--- src/rtl/fpr_wb_scheduler.sv ---
// Write-port scheduler and busy-bit scoreboard for the FP register file.
// Round-robin shares the single write port between FPU results and FP loads.
module fpr_wb_scheduler #(
    parameter int unsigned NREGS = 32,
    parameter int unsigned AW    = 5,
    parameter int unsigned DW    = 32
) (
    input  logic             clk,
    input  logic             reset,
    input  logic             issue_valid,
    input  logic             issue_wr,
    input  logic [AW-1:0]    issue_rs,
    input  logic [AW-1:0]    issue_rt,
    input  logic [AW-1:0]    issue_rd,
    output logic             issue_stall,
    input  logic             fpu_req,
    input  logic [AW-1:0]    fpu_rd,
    input  logic [DW-1:0]    fpu_data,
    output logic             fpu_gnt,
    input  logic             mem_req,
    input  logic [AW-1:0]    mem_rd,
    input  logic [DW-1:0]    mem_data,
    output logic             mem_gnt,
    output logic             rf_wr,
    output logic [AW-1:0]    rf_waddr,
    output logic [DW-1:0]    rf_wdata,
    output logic [NREGS-1:0] busy
);

    localparam logic [0:0] LW_FPU = 1'b0;
    localparam logic [0:0] LW_MEM = 1'b1;

    logic [0:0]       last_q;
    logic [0:0]       last_d;
    logic             issue_accept;
    logic             rf_wr_d;
    logic [AW-1:0]    rf_waddr_d;
    logic [DW-1:0]    rf_wdata_d;
    logic [NREGS-1:0] busy_d;

    // Round-robin: on a tie the requester that did not win last time is granted.
    always_comb begin
        fpu_gnt = 1'b0;
        mem_gnt = 1'b0;
        last_d  = last_q;
        if (fpu_req && (!mem_req || (last_q == LW_MEM))) begin
            fpu_gnt = 1'b1;
            last_d  = LW_FPU;
        end else if (mem_req) begin
            mem_gnt = 1'b1;
            last_d  = LW_MEM;
        end
    end

    // Winner's destination and data are staged into the write-port registers.
    always_comb begin
        rf_wr_d    = fpu_gnt | mem_gnt;
        rf_waddr_d = rf_waddr;
        rf_wdata_d = rf_wdata;
        if (fpu_gnt) begin
            rf_waddr_d = fpu_rd;
            rf_wdata_d = fpu_data;
        end else if (mem_gnt) begin
            rf_waddr_d = mem_rd;
            rf_wdata_d = mem_data;
        end
    end

    // RAW/WAW hazard check against pending writes.
    always_comb begin
        issue_stall  = issue_valid & (busy[issue_rs] | busy[issue_rt] |
                                      (issue_wr & busy[issue_rd]));
        issue_accept = issue_valid & ~issue_stall & issue_wr;
    end

    // Clear on the write edge, then set; a same-register collision keeps it busy.
    always_comb begin
        busy_d = busy;
        if (rf_wr) begin
            busy_d[rf_waddr] = 1'b0;
        end
        if (issue_accept) begin
            busy_d[issue_rd] = 1'b1;
        end
    end

    always_ff @(posedge clk or negedge reset) begin
        if (!reset) begin
            last_q   <= LW_MEM;
            rf_wr    <= 1'b0;
            rf_waddr <= AW'(0);
            rf_wdata <= DW'(0);
            busy     <= NREGS'(0);
        end else begin
            last_q   <= last_d;
            rf_wr    <= rf_wr_d;
            rf_waddr <= rf_waddr_d;
            rf_wdata <= rf_wdata_d;
            busy     <= busy_d;
        end
    end

endmodule

--- config.mk ---
export PLATFORM = sky130hd
export DESIGN_NAME = fpr_wb_scheduler
export DESIGN_NICKNAME = d
export VERILOG_FILES = /design/src/rtl/fpr_wb_scheduler.sv
export SDC_FILE = /design/constraint.sdc
export NUM_CORES = 1
export LEC_CHECK = 0
export BUFFER_PORTS_ARGS = -buffer_cell sky130_fd_sc_hd__clkbuf_2
export CAP_MARGIN = 20
export CELL_PAD_IN_SITES_DETAIL_PLACEMENT = 1
export CELL_PAD_IN_SITES_GLOBAL_PLACEMENT = 2
export CORE_ASPECT_RATIO = 0.9
export CORE_MARGIN = 2
export CORE_UTILIZATION = 26
export DETAILED_ROUTE_END_ITERATION = 10
export PLACE_DENSITY = 0.85
export SLEW_MARGIN = 20
export SYNTH_ARGS = -nofsm -noshare
export SYNTH_HDL_FRONTEND = slang
export SYNTH_SLANG_ARGS = --single-unit
--- constraint.sdc ---
create_clock -name clk -period 1.9 [get_ports clk]
set_input_delay 0.19 -clock clk [delete_from_list [all_inputs] [get_ports clk]]
set_output_delay 0.19 -clock clk [all_outputs]
set_load 0.1 [all_outputs]
==> results of run 1 <==
sequential cells by signal, indices dropped and copies added (netlist names):
name,cells
busy,32
rf_wdata,32
rf_waddr,5
last_q,1
rf_wr,1
layout make-up:
type	count	area, µm²	area share (%)
Inverter	3	11.3	0.162
Tap cell	211	264	3.79
Sequential cell	71	1850	26.5
Timing Repair Buffer	257	1740	25.0
Clock buffer	12	236	3.40
Clock inverter	4	47.5	0.683
Multi-Input combinational cell	356	2810	40.4
routing by layer:
layer | vias to the layer above | GRT usage, % | routed length (µm)
met1 | 2376 | 26.6 | 8370
met2 | 224 | 35.5 | 9140
met5 | - | 0 | 0
li1 | 2203 | - | -
met4 | 0 | 6.24 | 368
met3 | 31 | 5.16 | 1460
kinds of logic (layout without fill, tap and decap cells):
group	count (synthesis)	count (layout)	synth area share [%]
AND/OR/NAND/NOR	145	145	16.6
AO/OA/AOI/OAI	132	132	19.8
multiplexers	79	79	18.5
flip-flops	71	71	40.0
buffers and inverters	42	276	4.99
where the power goes:
group	switching [mW]	leakage (nW)	internal [mW]
sequential	0.653	0.793	2.08
clock	0.666	0.137	1.01
combinational	5.33	2.38	2.09
synthesized netlist by cell type (all sizes together) (2+ instances only):
cell / n
mux2i: 71
dfrtp: 70
o21ai: 51
nor2: 42
a21oi: 41
nand2: 37
buf: 22
clkbuf: 17
nand4: 17
o41ai: 16
nand3: 8
nor2b: 8
mux2: 7
a22oi: 6
a2111oi: 5
nand3b: 5
and2: 4
and3: 4
nand2b: 4
inv: 3
nor3: 3
or3: 3
or3b: 3
a211oi: 2
a31oi: 2
nand4b: 2
o32ai: 2
per-stage QoR:
step | TNS, ns | power [mW] | utilization [%] | std cells | area (µm²)
floorplan | -6.63 | 7.23 | - | 469 | 4540
global placement | -6.37 | 9.11 | 36.6 | 885 | 6140
detailed placement | -8.33 | 9.26 | 36.6 | 885 | 6140
CTS | -11.10 | 11.5 | 40.1 | 910 | 6740
global route | -16.79 | 12.3 | 41.5 | 914 | 6960
finish | -13.00 | 11.8 | 41.5 | 914 | 6960
worst paths after layout:
path	from	slack, ns	depth (start not counted)	end
setup / recovery	busy[12]$_DFF_PN0_	-0.59	7	issue_stall
hold / removal	fpu_req	0.07	2	last_q$_DFFE_PN1P_
setup reg to reg	busy[12]$_DFF_PN0_	-0.50	13	busy[8]$_DFF_PN0_
hold reg to reg	last_q$_DFFE_PN1P_	0.51	2	last_q$_DFFE_PN1P_
max in group asynchronous	reset	0.90	3	busy[8]$_DFF_PN0_
min in group asynchronous	reset	0.39	2	rf_wdata[13]$_DFFE_PN0P_
worst max-delay path, cell delays in order (launching register included):
cell	delay, ns
dfrtp_4	0.48
mux4_2	0.46
and4b_1	0.20
a31oi_2	0.18
nand3_2	0.12
and2_4	0.15
o21a_4	0.19
buf_12	0.16
repair_timing:
action                                  4_1_cts  5_1_grt
gates cloned                                  3        0
pin swaps                                    14       15
hold buffers                                  1        0
resized for setup                            28       38
endpoints found under the setup margin       33       34
endpoints found under the hold margin        34        0
buffers inserted                              5        5
==> flow_metrics.tcl, run 1 <==
set metrics [dict create \
    timing.final.ws_setup_ns -0.585 \
    vdd_drop_max_mv 0.548 \
    synthToLayoutAreaGrowth_pct 56.7 \
    synth_top_area_cell "dfrtp_1" \
    synth_top_cell_area_share_pct 39.4 \
    coreArea_um2 16800 \
    yosysSeqAreaShare_pct 40.0 \
    synthCells 469 \
    worst-path-max-fanout 3 \
    drv_cap 0 \
    cp.required_ns 1.71 \
    ys_types 51 \
    dp_hpwl_um 13900 \
    violations "negative setup slack" \
    num_rows 45 \
    hold_class "input pin to register" \
    grt_pass1_wl_um 29400 \
    grt_pass1_vias 5306 \
    layout_common_cells "163 x clkbuf_2, 75 x buf_4, 69 x mux2i_1" \
    synth_fp_nets 564 \
    pre_cts_ws_ns -0.352 \
    cp-start-kind "register" \
    setup_viol 33 \
    rsz0062_at_grt "true" \
    routed_wl_um 19300 \
    hold_viol_final 0 \
    clock_latency_ns 0.34 \
    drive_gt1_share_pct 51.9 \
    synth-edff-count 0 \
    num_antenna_cells 0 \
    skew_ns 0.00643 \
    ys_warn_count 0 \
    io_pins 168 \
    dr.pass1.iters 4 \
    fin_hold_ws_ns 0.0714 \
    grt_usage_pct 21.0 \
    fp.dieH_um 128 \
    drc_errors 0 \
    synthArstFlopShare_pct 100 \
    grt_max_degree 62 \
    p_leak_nw 3.31 \
    critical_path_class "register to primary output" \
    overflow 0 \
    h-tree-depth 3 \
    antenna_found_initial 0 \
    root_buffer "clkbuf_16" \
    cts_tree "built" \
    io_buffers 167 \
    routedWlPerCell_um 21.2 \
    mostFrequentLayoutCell "clkbuf_2" \
    cts_buffer_depth 2 \
    routabilityCongestion 0.878 \
    crit_path_end_kind "primary output" \
    synth_area_leaders "dfrtp_1 39%, mux2i_1 16%, a21oi_1 4.6%" \
    nets 793 \
    ant_nets 0 \
    arrival_ns 2.30 \
    avgSynthCellArea_um2 9.47 \
    clkSlewWorstSetupHoldPaths_ns 0.06 \
    fin_crit_sh_pct 131 \
    status "complete, but fails checks" \
    syn_area_um2 4440 \
    die_w_um 142 \
    via_count 4834 \
    nFillCells 1953 \
    cts_sinks 71 \
    numCtsBuffers 9 \
    slew_violations 0 \
    p_per_area_nw_per_um2 1700 \
    max_freq_mhz 402 \
    synth_seq_cells 71 \
    first_iter_violations 196 \
    tightest_slew_ns 0.563 \
    slew_headroom_pct 62.6 \
    min_period_ns 2.49 \
    viasPerCell 5.29 \
    dieArea_um2 18100 \
    start_util_pct 26.5 \
    ys.flop_type "dfrtp_1" \
]
No activity file was read; power rests on OpenSTA's default activity.
==> inputs of run 2 (changes only) <==
ABC_AREA = 1   (was default)
CORE_UTILIZATION = 23   (was 26)
PLACE_DENSITY = 0.84   (was 0.85)
==> run 2 against run 1 <==
The flow still finishes with violations (negative setup slack). Sequential share of layout area up 2.0 points. Fmax rose by 23%. Critical path depth rose by 4. Synthesized cell count up 41%. Register-to-register slack improved by 0.45 ns. Synthesized area increased by 1.8%. Final cell count increased by 21%. Die area up 15%. Critical endpoint unchanged. Clock skew up 0.00065 ns. Combinational power is 30% lower. Wire length fell by 2.3%. Via count rose by 7.3%.
==> flow_metrics.tcl, run 2 <==
set metrics [dict create \
    crit_path_end_kind "primary output" \
    drc_errors 0 \
    viasPerCell 4.68 \
    synth_compound_area_share_pct 11.8 \
    io_pins 168 \
    muxShareOfSynthArea_pct 0 \
    vdd_drop_max_mv 0.455 \
    h-tree-depth 3 \
    coreArea_um2 19200 \
    first_iter_violations 245 \
    grt_max_degree 40 \
    fin_cells 1109 \
    num_rows 48 \
    dp_hpwl_um 14200 \
    synth_most_common_cell "nand2_1" \
    violations "negative setup slack" \
    grt_usage_pct 17.7 \
    pre_cts_ws_ns 0.0645 \
    largestRegisters "busy: 32 flops, rf_wdata: 32 flops, rf_waddr: 5 flops" \
    clkSlewWorstSetupHoldPaths_ns 0.06 \
    tightest_slew_ns 0.576 \
    grt_pass1_wl_um 29200 \
    min_period_ns 2.02 \
    status "complete, but fails checks" \
    ys_warn_count 0 \
    routabilityCongestion 0.830 \
    synth_fa_ha_area_share_pct 0 \
    fp.dieH_um 137 \
    p_per_area_nw_per_um2 1470 \
    synthArstFlopShare_pct 100 \
    p_leak_nw 3.23 \
    hold_viol_final 0 \
    syn_area_um2 4520 \
    ant_nets 0 \
    die_w_um 152 \
    layout_common_cells "215 x nand2_1, 163 x clkbuf_2, 71 x inv_1" \
    slew_headroom_pct 61.8 \
    antenna_found_initial 0 \
    root_buffer "clkbuf_16" \
    start_util_pct 23.5 \
    cts_sinks 71 \
    cp.required_ns 1.71 \
    synthCells 663 \
    routed_wl_um 18900 \
    synth_area_leaders "dfrtp_1 39%, nand2_1 19%, nand3_1 9.5%" \
    slew_violations 0 \
    dieArea_um2 20800 \
    critical_path_class "register to primary output" \
    drive_gt1_share_pct 39.2 \
    grt_pass1_vias 5304 \
    skew_ns 0.00708 \
    max_freq_mhz 494 \
    num_antenna_cells 0 \
    synth_top_cell_area_share_pct 38.7 \
    timing.final.ws_setup_ns -0.125 \
    rsz0062_at_grt "true" \
    clock_latency_ns 0.33 \
    cts_buffer_depth 2 \
    fin_hold_ws_ns 0.0811 \
    synth_fp_nets 758 \
    power_mw 9.65 \
    place_inst 1075 \
    ys.flop_type "dfrtp_1" \
    synth_top_family_by_area "simple AND/OR/NAND/NOR gates" \
    synth-edff-count 0 \
    routedWlPerCell_um 17.0 \
    numCtsBuffers 9 \
    synth_seq_cells 71 \
    synth_common_cells "229 x nand2_1, 86 x nand3_1, 83 x inv_1" \
    setup_tns_ns -0.778 \
    fin_crit_sh_pct 107 \
    mostFrequentLayoutCell "nand2_1" \
    overflow 0 \
    nets 949 \
    synth-xor-area-share_pct 0 \
    cts_tree "built" \
    via_count 5188 \
    ys_types 27 \
    synth_top_area_cell "dfrtp_1" \
    setup_viol 26 \
    hold_class "input pin to register" \
    worst-path-max-fanout 4 \
    arrival_ns 1.83 \
    synthToLayoutAreaGrowth_pct 45.0 \
    drv_cap 0 \
    cp-start-kind "register" \
    dr.pass1.iters 4 \
    io_buffers 167 \
    synth-simple-area-share_pct 37.1 \
    avgSynthCellArea_um2 6.82 \
    yosysSeqAreaShare_pct 39.3 \
]
## run 2: cell count changes in the layout (fill, tap and decap cells not counted), sizes merged, moves of 6 or more
cell / before / now
nand2: 37 / 234
nand3: 8 / 96
inv: 3 / 87
mux2i: 71 / 0
buf: 93 / 44
a21oi: 41 / 3
o211ai: 0 / 37
nand4: 17 / 1
o41ai: 16 / 0
nor2b: 8 / 0
mux2: 7 / 0
a22oi: 6 / 0
## run 2: per-stage QoR
step / cell area [µm²] / utilization [%]
global route: 6560 / 34.1
detailed placement: 5860 / 30.5
floorplan: 4620 / -
global placement: 5860 / 30.5
finish: 6560 / 34.1
CTS: 6300 / 32.8
## run 2: area by class of cell
| cell class | instances | area [µm²] |
|---|---|---|
| Fill cell | 2428 | 12700 |
| Multi-Input combinational cell | 474 | 2410 |
| Sequential cell | 71 | 1870 |
| Timing Repair Buffer | 210 | 1320 |
| Inverter | 88 | 343 |
| Tap cell | 250 | 313 |
| Clock buffer | 12 | 256 |
| Clock inverter | 4 | 45.0 |
## run 2: cells by family (layout without fill, tap and decap cells)
family | after synthesis | count (layout)
compound gates | 87 | 87
simple gates | 387 | 387
buf+inv | 118 | 314
flops | 71 | 71
## run 2: critical path, stage by stage, from the launching register on
cell and delay, ns:
dfrtp_4 0.52, inv_2 0.07, o21ai_0 0.06, nand2_1 0.08, nand3_1 0.09, nand3_1 0.09, nand3_1 0.08, nand2_1 0.09
nand2_2 0.08, o21ai_2 0.12, inv_2 0.06, buf_12 0.16
## run 2: path summary, 6_finish.rpt
check                                    from                  endpoint  slack [ns]  cells after the start
max                        busy[24]$_DFF_PN0_               issue_stall       -0.12                     11
min                              mem_data[15]  rf_wdata[15]$_DFFE_PN0P_        0.08                      3
max reg2reg                busy[24]$_DFF_PN0_         busy[6]$_DFF_PN0_       -0.05                     14
min reg2reg                last_q$_DFFE_PN1P_        last_q$_DFFE_PN1P_        0.53                      2
max in group asynchronous               reset        last_q$_DFFE_PN1P_        0.86                      3
min in group asynchronous               reset           rf_wr$_DFF_PN0_        0.40                      2
## run 2: what timing repair did
action	CTS	global route
buffers inserted	12	2
pin swaps	16	29
cloned	0	3
endpoints found under the setup margin	1	33
hold endpoints to repair	35	0
gates resized for setup	20	46
hold buffers	1	0
## run 2: report_power, final
part	switching, mW	internal, mW
combinational	4.16	1.04
sequential	0.667	2.06
clock	0.640	1.08
total	5.47	4.18
## run 2: metal layers
| layer | up-vias | wire [µm] | GRT usage [%] |
|---|---|---|---|
| met5 | - | 0 | 0 |
| met1 | 2454 | 8830 | 24.7 |
| li1 | 2508 | - | - |
| met2 | 211 | 8250 | 27.7 |
| met3 | 15 | 1610 | 4.53 |
| met4 | 0 | 193 | 4.10 |
